==> src/rtl/oc_bank_arbiter.sv <==
// oc_bank_arbiter
// Register-bank responder for the operand collectors. The 32x32 register file
// is split into four banks by reg_id[4:3]. Each collector slot posts a read
// request, each bank picks one pending slot per cycle in round-robin order,
// and the result goes out on that bank's broadcast bus. A writeback takes
// its bank for the cycle, so any read of that bank waits one cycle and then
// sees the new value.
module oc_bank_arbiter #(
   parameter int NUM_OC = 4,
   parameter int SLOT_W = 3
) (
   input  logic                    clk,
   input  logic                    rst,
   input  logic [2*NUM_OC-1:0]     req_vld,
   input  logic [5*2*NUM_OC-1:0]   req_reg_id,
   input  logic                    wb_en,
   input  logic [4:0]              wb_reg_id,
   input  logic [31:0]             wb_data,
   output logic [31:0]             bk_0_data,
   output logic                    bk_0_vld,
   output logic [SLOT_W-1:0]       bk_0_ocid,
   output logic                    bk_0_bz,
   output logic [31:0]             bk_1_data,
   output logic                    bk_1_vld,
   output logic [SLOT_W-1:0]       bk_1_ocid,
   output logic                    bk_1_bz,
   output logic [31:0]             bk_2_data,
   output logic                    bk_2_vld,
   output logic [SLOT_W-1:0]       bk_2_ocid,
   output logic                    bk_2_bz,
   output logic [31:0]             bk_3_data,
   output logic                    bk_3_vld,
   output logic [SLOT_W-1:0]       bk_3_ocid,
   output logic                    bk_3_bz,
   output logic [2*NUM_OC-1:0]     pending
);

   localparam int NUM_SLOTS = 2 * NUM_OC;
   localparam int NUM_BANKS = 4;

   logic [4:0]        reg_id_q   [NUM_SLOTS];
   logic [SLOT_W-1:0] ptr_q      [NUM_BANKS];
   logic [31:0]       rf         [32];

   logic [31:0]       bk_data_q  [NUM_BANKS];
   logic [SLOT_W-1:0] bk_ocid_q  [NUM_BANKS];
   logic [NUM_BANKS-1:0] bk_vld_q;
   logic [NUM_BANKS-1:0] bk_bz_q;

   logic [NUM_BANKS-1:0] bank_busy;
   logic [NUM_BANKS-1:0] grant_vld;
   logic [SLOT_W-1:0]    grant_slot [NUM_BANKS];
   logic [31:0]          grant_data [NUM_BANKS];
   logic [NUM_SLOTS-1:0] grant_clr;
   logic [NUM_SLOTS-1:0] cand       [NUM_BANKS];
   logic [SLOT_W:0]      pick       [NUM_BANKS];

   // Round-robin search: first set bit of cand at or above ptr, wrapping.
   // The MSB of the result flags that a candidate was found.
   function automatic logic [SLOT_W:0] rr_pick(input logic [NUM_SLOTS-1:0] c,
                                               input logic [SLOT_W-1:0] ptr);
      logic [SLOT_W:0]   result;
      logic [SLOT_W-1:0] idx;
      result = '0;
      for (int i = 0; i < NUM_SLOTS; i++) begin
         idx = SLOT_W'((int'(ptr) + i) % NUM_SLOTS);
         if (!result[SLOT_W] && c[idx]) begin
            result = {1'b1, idx};
         end
      end
      return result;
   endfunction

   // Per-bank candidate selection; a bank being written this cycle grants nothing.
   always_comb begin
      bank_busy  = '0;
      grant_vld  = '0;
      grant_clr  = '0;
      grant_slot = '{default: '0};
      grant_data = '{default: '0};
      cand       = '{default: '0};
      pick       = '{default: '0};
      for (int b = 0; b < NUM_BANKS; b++) begin
         bank_busy[b] = wb_en && (wb_reg_id[4:3] == 2'(b));
         for (int s = 0; s < NUM_SLOTS; s++) begin
            cand[b][s] = pending[s] && (reg_id_q[s][4:3] == 2'(b));
         end
         pick[b]       = rr_pick(cand[b], ptr_q[b]);
         grant_vld[b]  = pick[b][SLOT_W] && !bank_busy[b];
         grant_slot[b] = pick[b][SLOT_W-1:0];
         grant_data[b] = rf[reg_id_q[grant_slot[b]]];
         if (grant_vld[b]) begin
            grant_clr[grant_slot[b]] = 1'b1;
         end
      end
   end

   // Request capture: a new request always wins over a same-edge grant clear.
   always_ff @(posedge clk or negedge rst) begin
      if (!rst) begin
         pending  <= '0;
         reg_id_q <= '{default: '0};
      end else begin
         pending <= (pending & ~grant_clr) | req_vld;
         for (int s = 0; s < NUM_SLOTS; s++) begin
            if (req_vld[s]) begin
               reg_id_q[s] <= req_reg_id[5*s +: 5];
            end
         end
      end
   end

   // Grant results onto the bank buses and advance the round-robin pointers.
   always_ff @(posedge clk or negedge rst) begin
      if (!rst) begin
         ptr_q     <= '{default: '0};
         bk_data_q <= '{default: '0};
         bk_ocid_q <= '{default: '0};
         bk_vld_q  <= '0;
         bk_bz_q   <= '0;
      end else begin
         bk_vld_q <= grant_vld;
         bk_bz_q  <= bank_busy;
         for (int b = 0; b < NUM_BANKS; b++) begin
            if (grant_vld[b]) begin
               ptr_q[b]     <= SLOT_W'((int'(grant_slot[b]) + 1) % NUM_SLOTS);
               bk_ocid_q[b] <= grant_slot[b];
               bk_data_q[b] <= grant_data[b];
            end
         end
      end
   end

   // Register file writeback.
   always_ff @(posedge clk or negedge rst) begin
      if (!rst) begin
         rf <= '{default: '0};
      end else if (wb_en) begin
         rf[wb_reg_id] <= wb_data;
      end
   end

   assign bk_0_data = bk_data_q[0];
   assign bk_0_vld  = bk_vld_q[0];
   assign bk_0_ocid = bk_ocid_q[0];
   assign bk_0_bz   = bk_bz_q[0];
   assign bk_1_data = bk_data_q[1];
   assign bk_1_vld  = bk_vld_q[1];
   assign bk_1_ocid = bk_ocid_q[1];
   assign bk_1_bz   = bk_bz_q[1];
   assign bk_2_data = bk_data_q[2];
   assign bk_2_vld  = bk_vld_q[2];
   assign bk_2_ocid = bk_ocid_q[2];
   assign bk_2_bz   = bk_bz_q[2];
   assign bk_3_data = bk_data_q[3];
   assign bk_3_vld  = bk_vld_q[3];
   assign bk_3_ocid = bk_ocid_q[3];
   assign bk_3_bz   = bk_bz_q[3];

endmodule

==> config.mk <==
export PLATFORM = sky130hd
export DESIGN_NAME = oc_bank_arbiter
export DESIGN_NICKNAME = d
export VERILOG_FILES = /design/src/rtl/oc_bank_arbiter.sv
export SDC_FILE = /design/constraint.sdc
export NUM_CORES = 2
export LEC_CHECK = 0
export ABC_AREA = 1
export BUFFER_PORTS_ARGS = -buffer_cell sky130_fd_sc_hd__buf_4
export CORE_MARGIN = 4
export CORE_UTILIZATION = 59
export DETAILED_ROUTE_END_ITERATION = 16
export MAX_ROUTING_LAYER = met4
export PLACE_DENSITY = 0.72
export SLEW_MARGIN = 20
export SYNTH_ARGS = -nofsm -noshare
export SYNTH_HDL_FRONTEND = slang
export SYNTH_SLANG_ARGS = --single-unit
==> constraint.sdc <==
create_clock -name clk -period 10.9 [get_ports clk]
set_input_delay 2.18 -clock clk [delete_from_list [all_inputs] [get_ports clk]]
set_output_delay 2.18 -clock clk [all_outputs]
set_load 0.02 [all_outputs]
Word-level counts from Yosys, hierarchy flattened
Index checks and enable logic that the tools add are counted.
{ "op_classes": {"addsub": 32, "order_cmp": 50, "n_eq_ne": 27, "mux": 135, "bitwise_logic": 15, "n_reduce_logical": 114} }
{ "op_table": {"columns": ["op", "n"], "rows": [
  ["$bwmux W1024", 1],
  ["$bmux W32 S5", 4],
  ["$mux W32", 9],
  ["$demux W32 S5", 1],
  ["$lt A3 B4 Y1 const B", 36],
  ["$mux W4", 32],
  ["$bmux W1 S3", 32],
  ["$logic_and A1 B1 Y1", 73],
  ["$bmux W5 S3", 4],
  ["$add A3 B3 Y3 const B", 16],
  ["$mux W5", 8],
  ["$eq A2 B2 Y1 const B", 18],
  ["$mux W1", 36],
  ["$logic_not A1 Y1", 32],
  ["$mux W8", 4],
  ["$or A8 B8 Y8", 4],
  ["$ge A6 B6 Y1 const B", 5],
  ["$not A5 Y6", 5],
  ["$add A3 B1 Y3 const B", 8],
  ["$add A3 B2 Y3 const B", 8],
  ["$eq A2 B1 Y1 const B", 9],
  ["$logic_not A2 Y1", 9],
  ["$ge A4 B4 Y1 const B", 4],
  ["$not A3 Y4", 4],
  ["other kinds (5)", 11]
]} }
{ "word_totals": {"regBits": 1232, "out_inout_bits": 156, "word_cells": 428} }

Logic depth before layout (Yosys ltp)
{ "logic_depth": {"word_depth": 40, "depth_mapped": 32} }

Worst setup path after synthesis
No wires, ideal clock.
{ "synth_timing": {"path_kind": "input port to flip-flop", "startpoint": "input wb_en", "endpoint": "register rf[32] in the netlist's numbering", "arrival_ns": 3.855, "setup_slack_ns": 6.912, "cell_stages": 7, "cell_sequence": "inv_1 > clkbuf_1 > nor3_1 > inv_1 > nor3_1 > clkbuf_1 > o21ai_0"} }
{ "synth_lines": {"columns": ["element", "line", "text"], "rows": [
  ["from (decl)", "16", "input logic wb_en,"],
  ["to (signal, indexed assignment)", "139", "rf[wb_reg_id] <= wb_data;"],
  ["to (decl)", "43", "logic [31:0] rf [32];"]
]} }

Worst setup path after layout
{ "layout_timing": {"startpoint": "register ptr_q[9] in the netlist's numbering", "endpoint": "register bk_data_q, in the netlist bk_0_data[17]"} }
{ "layout_between": {"elab_chain_len": 32, "word_cells_on_any_way": 54} }
{ "layout_rtl": {"columns": ["element", "line", "text"], "rows": [
  ["from (decl)", "42", "logic [SLOT_W-1:0] ptr_q [NUM_BANKS];"],
  ["from (signal, indexed assignment)", "126", "ptr_q[b] <= SLOT_W'((int'(grant_slot[b]) + 1) % NUM_SLOTS);"],
  ["parallel branches: the longest is 23 deep, another holds $add A3 B1 Y3", null, null],
  ["$mux W4 (*)", "67", "if (!result[SLOT_W] && c[idx]) begin"],
  ["$not A3 Y4 (implied by the code)", "91", "grant_data[b] = rf[reg_id_q[grant_slot[b]]];"],
  ["$bmux W5 S3", "91", null],
  ["$mux W5 (implied by the code) (2 in series)", "91", null],
  ["$not A5 Y6 (implied by the code)", "91", null],
  ["$bmux W32 S5", "91", null],
  ["$mux W32 (implied by the code) (2 in series)", "91", null],
  ["to (signal, indexed assignment)", "128", "bk_data_q[b] <= grant_data[b];"],
  ["to (decl)", "45", "logic [31:0] bk_data_q [NUM_BANKS];"]
]} }
Every way passes the cells marked *. The select of a mux whose other input is x is not followed.
A chain may end at the register's enable or synchronous reset.

==> reports/metrics.cfg <==
[route]
first_iter_violations = 10700
first_pass_iters = 8
remaining_drc_errors = 0
wirelength_mm = 270
vias = 73900
viasPerCell = 6.11
ant_nets = 0
avgRoutedWirePerCell_microns = 22.3

[synthesis]
syn_area_per_cell_sq_um = 6.84
synth_area_leader_cell = dfrtp_1
synth_ff_type = dfrtp_1
synth_edf_count = 0
synth_nets = 10800
yosys_warnings = 0
seq_area_frac_synth = 0.423
synthCells = 10700
synthArstFlopShare = 1.00
ys_types = 54
netlist_top_cells_area = dfrtp_1 (42%), nand2_1 (19%), nand3_1 (16%)
synth.most_common_cell = nand2_1
synth_common_cells = nand2_1 (3652), nand3_1 (2345), dfrtp_1 (1232), inv_1 (1182), o21ai_0 (1099)
synth_area_sq_mm = 0.0728
synth_top_area_frac = 0.423
ys_ff_latch = 1232

[grt]
grtUsageTotal = 0.420
overflow = 0
grt_max_degree = 227
grt_pass1_vias = 70200
grt_pass1_wl_mm = 414
antenna_found_initial = 9

[final_layout]
final_area_sq_mm = 0.0785
nNetsFinal = 10500
fillCellCount = 11100
drive_above_1_share = 0.0724
areaGrowthSynthToFinish_pct = 7.80

[worst_setup_path]
path_common_cell = nand2_1
worstSetupPathType = flip-flop to flip-flop
cp-start-kind = flip-flop
crit_slowest_cell = nand2_8
worst_ep_arrival_time_ns = 7.22
required_ns = 11.56
path_max_fanout = 121
endpoint_kind = flip-flop
slowest_delay_ns = 0.95

[clock_tree]
cts_tree = yes
htreeDepth = 4
clk_latency_ns = 0.79
root_buffer = clkbuf_16
cts.sinks = 1232
cts_hold_buf = 0
numCtsBuffers = 139
cts.clk_slew.worst_paths_ns = 0.06
cts_resized = 0
cts_setup_buffers = 0
clockBufferDepth = 3

[placement]
place_area_sq_mm = 0.0738
portBuffers = 243
place.gp.congestion = 0.993
hpwlAfterDp_mm = 150

[sta]
tightestPinTransition_ns = 1.31
skew_ns = 0.0259
max_freq_mhz = 152
slew_headroom = 0.128
holdWs_ns = 0.478
fin_setup_tns_ns = 0
hold_viol = 0
fin_crit_ns = 6.56
final_max_slew_viol_count = 0
rsz0062_at_grt = no
period_share = 0.602
setup_viol = 0

[die]
die_area_sq_mm = 0.129
ioPinCount = 244
dieWidth_microns = 359
rows = 128
core_area_sq_mm = 0.122
start_util = 0.596
die_h_microns = 359

[job]
drv_cap = 0

[outcome]
status = finished clean

[worst_hold_path]
hp-class = flip-flop to flip-flop

## kinds of logic after synthesis
kind of cell | Yosys count | synth area share
flops | 1232 | 0.423
mux | 4 | 0.000619
xor+xnor | 12 | 0.00206
fa+ha+maj | 11 | 0.00189
simple gates | 6227 | 0.370
compound gates | 1170 | 0.0821
buf+inv | 1995 | 0.120
## registers in the layout, summed over array words and instances, names as in the netlist
signal	count
bk_3_data	32
pending	8
bk_bz_q	4
reg_id_q	40
bk_0_data	32
bk_vld_q	4
ptr_q	12
bk_0_ocid	3
rf	1024
bk_2_data	32
bk_3_ocid	3
bk_2_ocid	3
bk_1_ocid	3
bk_1_data	32
## layout by cell type, fill, tap and decap left out, types with 6 or more instances in the layout
cell / synthesis / final
inv_1: 1182 / 1179
nand2_4: 3 / 9
nand4_1: 27 / 27
bufinv_16: 0 / 11
clkinv_2: 0 / 14
a41o_1: 7 / 7
clkinvlp_4: 0 / 6
nand2_2: 25 / 46
clkbuf_8: 0 / 36
buf_12: 1 / 12
inv_2: 34 / 35
dfrtp_1: 1232 / 1232
buf_4: 123 / 331
diode_2: 0 / 10
nand3_2: 25 / 23
nand3_1: 2345 / 2345
ha_1: 11 / 11
nand2_1: 3652 / 3621
nor2_1: 95 / 88
o21ai_1: 29 / 29
a21oi_1: 11 / 11
clkbuf_1: 313 / 22
nor2_4: 11 / 24
o21ai_0: 1099 / 1096
nor2_2: 18 / 12
nor3_1: 10 / 9
clkbuf_16: 0 / 144
## cell type report
class	instances	area, sq um	share of cell area
Multi-Input combinational cell	7424	33600	0.428
Sequential cell	1232	30800	0.393
Inverter	1219	4580	0.0584
Clock buffer	202	4180	0.0533
Timing Repair Buffer	343	2730	0.0347
Tap cell	1625	2030	0.0259
Clock inverter	38	537	0.00684
Antenna cell	10	25.0	0.000319
## worst max-delay path, delay by kind of cell (launching register included)
| family | cells | cell delay, ns |
|---|---|---|
| simple gates | 21 | 3.91 |
| buf+inv | 3 | 1.25 |
| flops | 1 | 0.63 |
| fa+ha+maj | 1 | 0.42 |
## final timing paths
path	start	to	slack, ns	depth (start not counted)
worst max-delay path	ptr_q[9]$_DFFE_PN0P_	bk_0_data[17]$_DFFE_PN0P_	4.34	25
worst min-delay path	bk_1_data[0]$_DFFE_PN0N_	bk_1_data[0]$_DFFE_PN0N_	0.48	2
worst max register to register	ptr_q[9]$_DFFE_PN0P_	bk_0_data[17]$_DFFE_PN0P_	4.34	25
worst min register to register	bk_1_data[0]$_DFFE_PN0N_	bk_1_data[0]$_DFFE_PN0N_	0.48	2
max in group asynchronous	rst	rf[97]$_DFFE_PN0P_	7.38	3
min in group asynchronous	rst	rf[791]$_DFFE_PN0P_	1.33	1
## metrics by stage
step	std cells	worst slack, ns	util
3_3_place_gp	11800	4.53	0.604
2_1_floorplan	10700	6.91	-
4_1_cts	12100	4.55	0.642
5_1_grt	12100	3.90	0.642
6_report	12100	4.34	0.642
3_5_place_dp	11800	4.58	0.604
## routing by layer
metal / GRT usage / wire (microns)
met5: - / 0
met4: 0.222 / 16200
met3: 0.0956 / 33400
met2: 0.620 / 117000
met1: 0.542 / 103000
Power is not shown: default switching activity piles up to over one toggle a cycle in this logic, so the estimate is an artifact.
